--- src/rtl/spi_config_sequencer_if.sv ---
// ----------------------------------------------------------------------------
// spi_config_sequencer_if
// Bundles the control handshake, readback status and SPI pins of the
// FRIDA configuration sequencer.
//   master : the sequencer side (drives SPI pins and status, reads requests)
//   slave  : the host / target side (drives requests and MISO, reads status)
// Signals:
//   start, abort, cfg_data          host request and word to load
//   busy, done, aborted             transfer status
//   rdback_data, rdback_valid,
//   mismatch                        readback of the previous register contents
//   spi_cs_b, spi_sclk, spi_sdi     SPI outputs (mode 0, CS active low)
//   spi_sdo                         SPI input from the target shift register
// ----------------------------------------------------------------------------
interface spi_config_sequencer_if #(
    parameter int NBITS = 180
);
    logic             start;
    logic             abort;
    logic [NBITS-1:0] cfg_data;
    logic             busy;
    logic             done;
    logic             aborted;
    logic [NBITS-1:0] rdback_data;
    logic             rdback_valid;
    logic             mismatch;
    logic             spi_cs_b;
    logic             spi_sclk;
    logic             spi_sdi;
    logic             spi_sdo;

    modport master (
        input  start, abort, cfg_data, spi_sdo,
        output busy, done, aborted, rdback_data, rdback_valid, mismatch,
               spi_cs_b, spi_sclk, spi_sdi
    );

    modport slave (
        output start, abort, cfg_data, spi_sdo,
        input  busy, done, aborted, rdback_data, rdback_valid, mismatch,
               spi_cs_b, spi_sclk, spi_sdi
    );
endinterface

--- src/rtl/spi_config_sequencer.sv ---
// ----------------------------------------------------------------------------
// spi_config_sequencer
// SPI master that loads an NBITS-long control word into the target shift
// register (MSB first, mode 0) and captures the old register contents that
// shift back on spi_sdo. The readback is compared with the last word written
// to flag configuration corruption.
// Ports:
//   clk  : system clock
//   rst  : asynchronous reset, active high
//   bus  : spi_config_sequencer_if.master (handshake, status, SPI pins)
// All outputs are registered.
// ----------------------------------------------------------------------------
module spi_config_sequencer #(
    parameter int NBITS    = 180,
    parameter int CLK_DIV  = 4,
    parameter int CS_SETUP = 2,
    parameter int CS_HOLD  = 2
) (
    input  logic                      clk,
    input  logic                      rst,
    spi_config_sequencer_if.master    bus
);
    localparam int CNT_MAX = (CLK_DIV > CS_SETUP)
                           ? ((CLK_DIV > CS_HOLD) ? CLK_DIV : CS_HOLD)
                           : ((CS_SETUP > CS_HOLD) ? CS_SETUP : CS_HOLD);
    localparam int CW = $clog2(CNT_MAX + 1);
    localparam int BW = $clog2(NBITS + 1);

    typedef enum logic [2:0] {
        ST_IDLE  = 3'd0,
        ST_SETUP = 3'd1,
        ST_SHIFT = 3'd2,
        ST_HOLD  = 3'd3,
        ST_DONE  = 3'd4
    } state_t;

    state_t           state_q, state_d;
    logic [CW-1:0]    cnt_q, cnt_d;
    logic [BW-1:0]    bit_cnt_q, bit_cnt_d;
    logic [NBITS-1:0] tx_sr_q, tx_sr_d;
    logic [NBITS-1:0] rx_sr_q, rx_sr_d;
    logic [NBITS-1:0] cfg_q, cfg_d;
    logic [NBITS-1:0] shadow_q, shadow_d;
    logic [NBITS-1:0] rdback_q, rdback_d;
    logic             rdback_valid_q, rdback_valid_d;
    logic             mismatch_q, mismatch_d;
    logic             busy_q, busy_d;
    logic             done_q, done_d;
    logic             aborted_q, aborted_d;
    logic             cs_b_q, cs_b_d;
    logic             sclk_q, sclk_d;
    logic             sdi_q, sdi_d;

    // Next-state and output computation for the transfer FSM.
    always_comb begin
        state_d        = state_q;
        cnt_d          = cnt_q;
        bit_cnt_d      = bit_cnt_q;
        tx_sr_d        = tx_sr_q;
        rx_sr_d        = rx_sr_q;
        cfg_d          = cfg_q;
        shadow_d       = shadow_q;
        rdback_d       = rdback_q;
        rdback_valid_d = rdback_valid_q;
        mismatch_d     = mismatch_q;
        done_d         = 1'b0;
        aborted_d      = 1'b0;
        cs_b_d         = cs_b_q;
        sclk_d         = sclk_q;
        sdi_d          = sdi_q;

        case (state_q)
            ST_IDLE: begin
                // start wins over a simultaneous abort: abort is only looked at once busy
                if (bus.start) begin
                    state_d   = ST_SETUP;
                    tx_sr_d   = bus.cfg_data;
                    cfg_d     = bus.cfg_data;
                    cnt_d     = {CW{1'b0}};
                    bit_cnt_d = {BW{1'b0}};
                    cs_b_d    = 1'b0;
                    sclk_d    = 1'b0;
                    sdi_d     = 1'b0;
                end else begin
                    state_d   = ST_IDLE;
                end
            end
            ST_SETUP: begin
                if (bus.abort) begin
                    state_d   = ST_IDLE;
                    cs_b_d    = 1'b1;
                    sclk_d    = 1'b0;
                    sdi_d     = 1'b0;
                    aborted_d = 1'b1;
                end else if (cnt_q == CW'(CS_SETUP - 1)) begin
                    state_d = ST_SHIFT;
                    cnt_d   = {CW{1'b0}};
                    sdi_d   = tx_sr_q[NBITS-1];
                end else begin
                    cnt_d   = cnt_q + {{(CW-1){1'b0}}, 1'b1};
                end
            end
            ST_SHIFT: begin
                // sclk_q doubles as the phase flag: 0 = low phase, 1 = high phase
                if (bus.abort) begin
                    state_d   = ST_IDLE;
                    cs_b_d    = 1'b1;
                    sclk_d    = 1'b0;
                    sdi_d     = 1'b0;
                    aborted_d = 1'b1;
                end else if (cnt_q != CW'(CLK_DIV - 1)) begin
                    cnt_d = cnt_q + {{(CW-1){1'b0}}, 1'b1};
                end else if (!sclk_q) begin
                    // end of low phase: MISO has been stable since the previous falling edge
                    cnt_d   = {CW{1'b0}};
                    rx_sr_d = {rx_sr_q[NBITS-2:0], bus.spi_sdo};
                    sclk_d  = 1'b1;
                end else begin
                    cnt_d     = {CW{1'b0}};
                    sclk_d    = 1'b0;
                    tx_sr_d   = {tx_sr_q[NBITS-2:0], 1'b0};
                    bit_cnt_d = bit_cnt_q + {{(BW-1){1'b0}}, 1'b1};
                    if (bit_cnt_q == BW'(NBITS - 1)) begin
                        state_d = ST_HOLD;
                        sdi_d   = 1'b0;
                    end else begin
                        sdi_d   = tx_sr_q[NBITS-2];
                    end
                end
            end
            ST_HOLD: begin
                if (bus.abort) begin
                    state_d   = ST_IDLE;
                    cs_b_d    = 1'b1;
                    sclk_d    = 1'b0;
                    sdi_d     = 1'b0;
                    aborted_d = 1'b1;
                end else if (cnt_q == CW'(CS_HOLD - 1)) begin
                    // results become visible together with the done pulse
                    state_d        = ST_DONE;
                    cs_b_d         = 1'b1;
                    done_d         = 1'b1;
                    rdback_d       = rx_sr_q;
                    mismatch_d     = rdback_valid_q && (rx_sr_q != shadow_q);
                    shadow_d       = cfg_q;
                    rdback_valid_d = 1'b1;
                end else begin
                    cnt_d = cnt_q + {{(CW-1){1'b0}}, 1'b1};
                end
            end
            ST_DONE: begin
                state_d = ST_IDLE;
            end
            default: begin
                state_d = ST_IDLE;
                cs_b_d  = 1'b1;
                sclk_d  = 1'b0;
                sdi_d   = 1'b0;
            end
        endcase

        busy_d = (state_d != ST_IDLE);
    end

    // State and output registers with asynchronous reset.
    always_ff @(posedge clk or posedge rst) begin
        if (rst) begin
            state_q        <= ST_IDLE;
            cnt_q          <= {CW{1'b0}};
            bit_cnt_q      <= {BW{1'b0}};
            tx_sr_q        <= {NBITS{1'b0}};
            rx_sr_q        <= {NBITS{1'b0}};
            cfg_q          <= {NBITS{1'b0}};
            shadow_q       <= {NBITS{1'b0}};
            rdback_q       <= {NBITS{1'b0}};
            rdback_valid_q <= 1'b0;
            mismatch_q     <= 1'b0;
            busy_q         <= 1'b0;
            done_q         <= 1'b0;
            aborted_q      <= 1'b0;
            cs_b_q         <= 1'b1;
            sclk_q         <= 1'b0;
            sdi_q          <= 1'b0;
        end else begin
            state_q        <= state_d;
            cnt_q          <= cnt_d;
            bit_cnt_q      <= bit_cnt_d;
            tx_sr_q        <= tx_sr_d;
            rx_sr_q        <= rx_sr_d;
            cfg_q          <= cfg_d;
            shadow_q       <= shadow_d;
            rdback_q       <= rdback_d;
            rdback_valid_q <= rdback_valid_d;
            mismatch_q     <= mismatch_d;
            busy_q         <= busy_d;
            done_q         <= done_d;
            aborted_q      <= aborted_d;
            cs_b_q         <= cs_b_d;
            sclk_q         <= sclk_d;
            sdi_q          <= sdi_d;
        end
    end

    assign bus.busy         = busy_q;
    assign bus.done         = done_q;
    assign bus.aborted      = aborted_q;
    assign bus.rdback_data  = rdback_q;
    assign bus.rdback_valid = rdback_valid_q;
    assign bus.mismatch     = mismatch_q;
    assign bus.spi_cs_b     = cs_b_q;
    assign bus.spi_sclk     = sclk_q;
    assign bus.spi_sdi      = sdi_q;

endmodule

--- src/flat_wrapper.sv ---
// flat-port wrapper written by rule: the top's interface ports become plain ports
module spi_config_sequencer_flat 
#(
    parameter int NBITS    = 180,
    parameter int CLK_DIV  = 4,
    parameter int CS_SETUP = 2,
    parameter int CS_HOLD  = 2
)
  (clk, rst, bus_start, bus_abort, bus_cfg_data, bus_spi_sdo, bus_busy, bus_done, bus_aborted, bus_rdback_data, bus_rdback_valid, bus_mismatch, bus_spi_cs_b, bus_spi_sclk, bus_spi_sdi);
  spi_config_sequencer_if #(.NBITS(NBITS)) bus_i ();
  input  logic clk;
  input  logic rst;
  input wire logic [$bits(bus_i.start)-1:0] bus_start;
  input wire logic [$bits(bus_i.abort)-1:0] bus_abort;
  input wire logic [$bits(bus_i.cfg_data)-1:0] bus_cfg_data;
  input wire logic [$bits(bus_i.spi_sdo)-1:0] bus_spi_sdo;
  output wire logic [$bits(bus_i.busy)-1:0] bus_busy;
  output wire logic [$bits(bus_i.done)-1:0] bus_done;
  output wire logic [$bits(bus_i.aborted)-1:0] bus_aborted;
  output wire logic [$bits(bus_i.rdback_data)-1:0] bus_rdback_data;
  output wire logic [$bits(bus_i.rdback_valid)-1:0] bus_rdback_valid;
  output wire logic [$bits(bus_i.mismatch)-1:0] bus_mismatch;
  output wire logic [$bits(bus_i.spi_cs_b)-1:0] bus_spi_cs_b;
  output wire logic [$bits(bus_i.spi_sclk)-1:0] bus_spi_sclk;
  output wire logic [$bits(bus_i.spi_sdi)-1:0] bus_spi_sdi;
  assign bus_i.start = bus_start;
  assign bus_i.abort = bus_abort;
  assign bus_i.cfg_data = bus_cfg_data;
  assign bus_i.spi_sdo = bus_spi_sdo;
  assign bus_busy = bus_i.busy;
  assign bus_done = bus_i.done;
  assign bus_aborted = bus_i.aborted;
  assign bus_rdback_data = bus_i.rdback_data;
  assign bus_rdback_valid = bus_i.rdback_valid;
  assign bus_mismatch = bus_i.mismatch;
  assign bus_spi_cs_b = bus_i.spi_cs_b;
  assign bus_spi_sclk = bus_i.spi_sclk;
  assign bus_spi_sdi = bus_i.spi_sdi;
  spi_config_sequencer #(.NBITS(NBITS), .CLK_DIV(CLK_DIV), .CS_SETUP(CS_SETUP), .CS_HOLD(CS_HOLD)) u_core (.clk(clk), .rst(rst), .bus(bus_i));
endmodule
--- config.mk ---
export PLATFORM = sky130hd
export DESIGN_NAME = spi_config_sequencer_flat
export DESIGN_NICKNAME = d
export VERILOG_FILES = /design/src/rtl/spi_config_sequencer_if.sv /design/src/rtl/spi_config_sequencer.sv /design/src/flat_wrapper.sv
export SDC_FILE = /design/constraint.sdc
export NUM_CORES = 2
export LEC_CHECK = 0
export ABC_AREA = 0
export BUFFER_PORTS_ARGS = -buffer_cell sky130_fd_sc_hd__clkbuf_2
export CAP_MARGIN = 25
export CORE_MARGIN = 3
export CORE_UTILIZATION = 60
export CTS_BUF_LIST = sky130_fd_sc_hd__clkbuf_4 sky130_fd_sc_hd__clkbuf_8
export DETAILED_ROUTE_END_ITERATION = 12
export PLACE_DENSITY = 0.81
export SETUP_SLACK_MARGIN = 0.15
export SLEW_MARGIN = 20
export SYNTH_ARGS = -nofsm -noshare
export SYNTH_HDL_FRONTEND = slang
export SYNTH_SLANG_ARGS = --single-unit
--- constraint.sdc ---
create_clock -name clk -period 37.7 [get_ports clk]
set_input_delay 1.885 -clock clk [delete_from_list [all_inputs] [get_ports clk]]
set_output_delay 1.885 -clock clk [all_outputs]
set_load 0.01 [all_outputs]
==> qor.yml <==
clock_network:
  cts_buffers: 145
  cts_resized: 0
  hold_buffers: 0
  clockBufferDepth: 3
  htreeDepth: 4
  cts_num_sinks: 922
  path_clk_slew_ns: 0.06
  tritoncts: "done"
  post-cts-setup-buffers: 0
  cts-root-buf: "clkbuf_8"
  worstSkewPairLatency_ns: 0.82
critical_path:
  critPathRequiredTime_ns: 38.45
  worstSetupPathType: "in -> async"
  crit_arrival_ns: 5.10
  cp_max_fo: 175
  start_kind: "input port"
  cp-end-kind: "asynchronous set/reset pin"
  r2r_cells: 5
cells_and_area:
  layout_common_cells: "1985 x nand2_1, 921 x dfrtp_1, 372 x clkbuf_2"
  nets: 4516
  syn_to_final_growth_pct: 14.5
  fill_cells: 4548
  final_common_cell: "nand2_1"
  layout-drive-gt1-share_pct: 19.2
floorplan:
  io_pins: 373
  die_w_um: 258
  num_rows: 91
  initial_core_util_pct: 61.3
  core_region_area_um2: 62300
  die-area_um2: 66700
  die_y_um: 258
synth:
  synth_cells: 4003
  syn_nets: 4193
  syn_area_per_cell_um2: 9.53
  synth_edf_count: 0
  async_flop_share_pct: 100
  synth_flop_cell: "dfrtp_1"
  syn_area_um2: 38200
  ys_types: 44
  ys_seq_area_share_pct: 60.5
  ys_ff_latch: 922
  ys_warn_count: 0
route:
  ant_nets: 0
  wl_um: 106000
  viasPerCell: 5.56
  routed-via-count: 29354
  dr.first_iter.drc_count: 3075
  dr.pass1.iters: 6
  wl_per_cell_um: 20.0
  remaining_drc_errors: 0
power:
  peakVddDrop_v: 0.0000429
  power.share.switching_pct: 34.8
  p_seq_share_pct: 46.6
  p_clk_share_pct: 29.1
  power_leakage_nw: 24.8
  switching_power_mw: 1.08
  p_int_mw: 2.03
  p_comb_share_pct: 24.3
  power_density_nw_per_um2: 71.3
  finalPower_mw: 3.11
global_route:
  grt_util_met3_pct: 6.75
  globalRouteOverflowTotal: 0
  grt_first_pass_wirelength_um: 164000
  grt_pass1_vias: 28350
  grt_util_met1_pct: 44.0
  met2_usage_pct: 49.6
  grt_antenna_before_repair: 5
  grt-busiest-layer: "met2"
  track_usage_pct: 31.9
  grt_max_degree: 196
worst_hold_path:
  hp-class: "reg -> reg"
  min_path_cells: 2
sta:
  relSlewSlack_pct: 28.1
  worstMarginPinSlew_ns: 1.08
  fin_skew_ns: 0.0407
  fmax_mhz: 230
  hold_violations: 0
  tns_ns: 0
  fin_crit_sh_pct: 11.5
  setup-violations-final: 0
  drv_slew: 0
  min_period_ns: 4.35
  rsz0062_at_grt: "no"
place:
  gp_congestion: 0.860
  dpl.hpwl_um: 70900
  portBuffers: 372
run_status:
  status: "completed"
run:
  maxCapViolations: 0
stage by stage:
| stage | hold slack [ns] | instance area [um^2] | worst slack (ns) | cells | utilization, % |
|---|---|---|---|---|---|
| after floorplan | 0.439 | 38200 | 9.89 | 4003 | - |
| after global placement | 0.446 | 40400 | 32.45 | 5013 | 64.9 |
| after detailed placement | 0.447 | 40500 | 32.46 | 5014 | 65.0 |
| after CTS | 0.452 | 43600 | 33.32 | 5274 | 70.0 |
| after global routing | 0.482 | 43700 | 32.91 | 5280 | 70.1 |
| final | 0.462 | 43700 | 33.35 | 5280 | 70.1 |
area by class of cell:
type,instances,area [um^2],area share (%)
Inverter,12,60.1,0.137
Clock buffer,229,2910,6.66
Timing Repair Buffer,401,2210,5.05
Tap cell,837,1050,2.40
Clock inverter,31,241,0.553
Sequential cell,922,23100,52.8
Multi-Input combinational cell,2844,14100,32.4
Antenna cell,4,10.0,0.0229
synth_stat cells, types with 2 or more instances:
cell      number  share of area, %
xnor2_1        2             0.046
mux2_4        89               3.5
nand4_1       18              0.30
buf_2         11              0.14
buf_1         15              0.15
clkbuf_1     188               1.8
o21ai_0        9              0.12
nor4_1        48              0.79
buf_6         10              0.30
a21oi_1        2             0.026
nor3b_1        2             0.039
and3_1         3             0.049
xor2_1       185               4.2
nor2_1       195               1.9
inv_1         12              0.12
ha_1           5              0.16
nand2b_1       3             0.049
dfrtp_1      921                60
nand2_1     1986                20
nor2b_1        3             0.049
mux2_2        94               2.8
a31oi_1      180               3.0
metal layers:
| metal | vias to the layer above | wire length [um] |
|---|---|---|
| met1 | 14517 | 43500 |
| met4 | 0 | 4240 |
| met2 | 1274 | 49600 |
| met3 | 205 | 8230 |
| met5 | - | 0 |
| li1 | 13358 | - |
sequential cells by signal (all words and copies together) (netlist names), 3 cells and up:
signal                  cells
u_core.state_q              3
u_core.bit_cnt_q            8
u_core.bus.rdback_data    180
u_core.shadow_q           180
u_core.cnt_q                3
u_core.rx_sr_q            180
u_core.tx_sr_q            180
u_core.cfg_q              180
final timing paths:
check / slack, ns / from / to
min reg2reg: 0.46 / u_core.cfg_q[3]$_DFFE_PP0P_ / u_core.shadow_q[3]$_DFFE_PP0P_
max: 33.35 / rst / u_core.tx_sr_q[2]$_DFFE_PP0P_
max reg2reg: 33.89 / u_core.state_q[0]$_DFF_PP0_ / u_core.rx_sr_q[90]$_DFFE_PP0P_
min in group asynchronous: 1.19 / rst / u_core.tx_sr_q[105]$_DFFE_PP0P_
max in group clk: 33.70 / bus_abort / u_core.bus.mismatch$_DFFE_PP0P_
min: 0.46 / u_core.cfg_q[3]$_DFFE_PP0P_ / u_core.shadow_q[3]$_DFFE_PP0P_
logic make-up after synthesis:
group / after synthesis / synth area share (%)
compound gates: 199 / 3.27
xor+xnor: 187 / 4.29
fa+ha+maj: 5 / 0.164
buf+inv: 237 / 2.57
flops: 922 / 60.5
mux: 184 / 6.30
simple gates: 2269 / 22.9
critical path, stage by stage:
cell and delay (ns):
clkbuf_2 0.12, inv_8 0.45, buf_12 0.69, buf_4 0.87
buf_12 0.57
power groups by stage:
stage | Sequential (mW) | Clock, mW | Combinational (mW)
global placement | 1.45 | 0 | 0.723
global route | 1.48 | 0.964 | 0.843
finish | 1.45 | 0.906 | 0.756
floorplan | 1.41 | 0 | 0.513
CTS | 1.44 | 0.917 | 0.755
detailed placement | 1.46 | 0 | 0.749
Note: power is estimated with default switching activity, not from simulation.
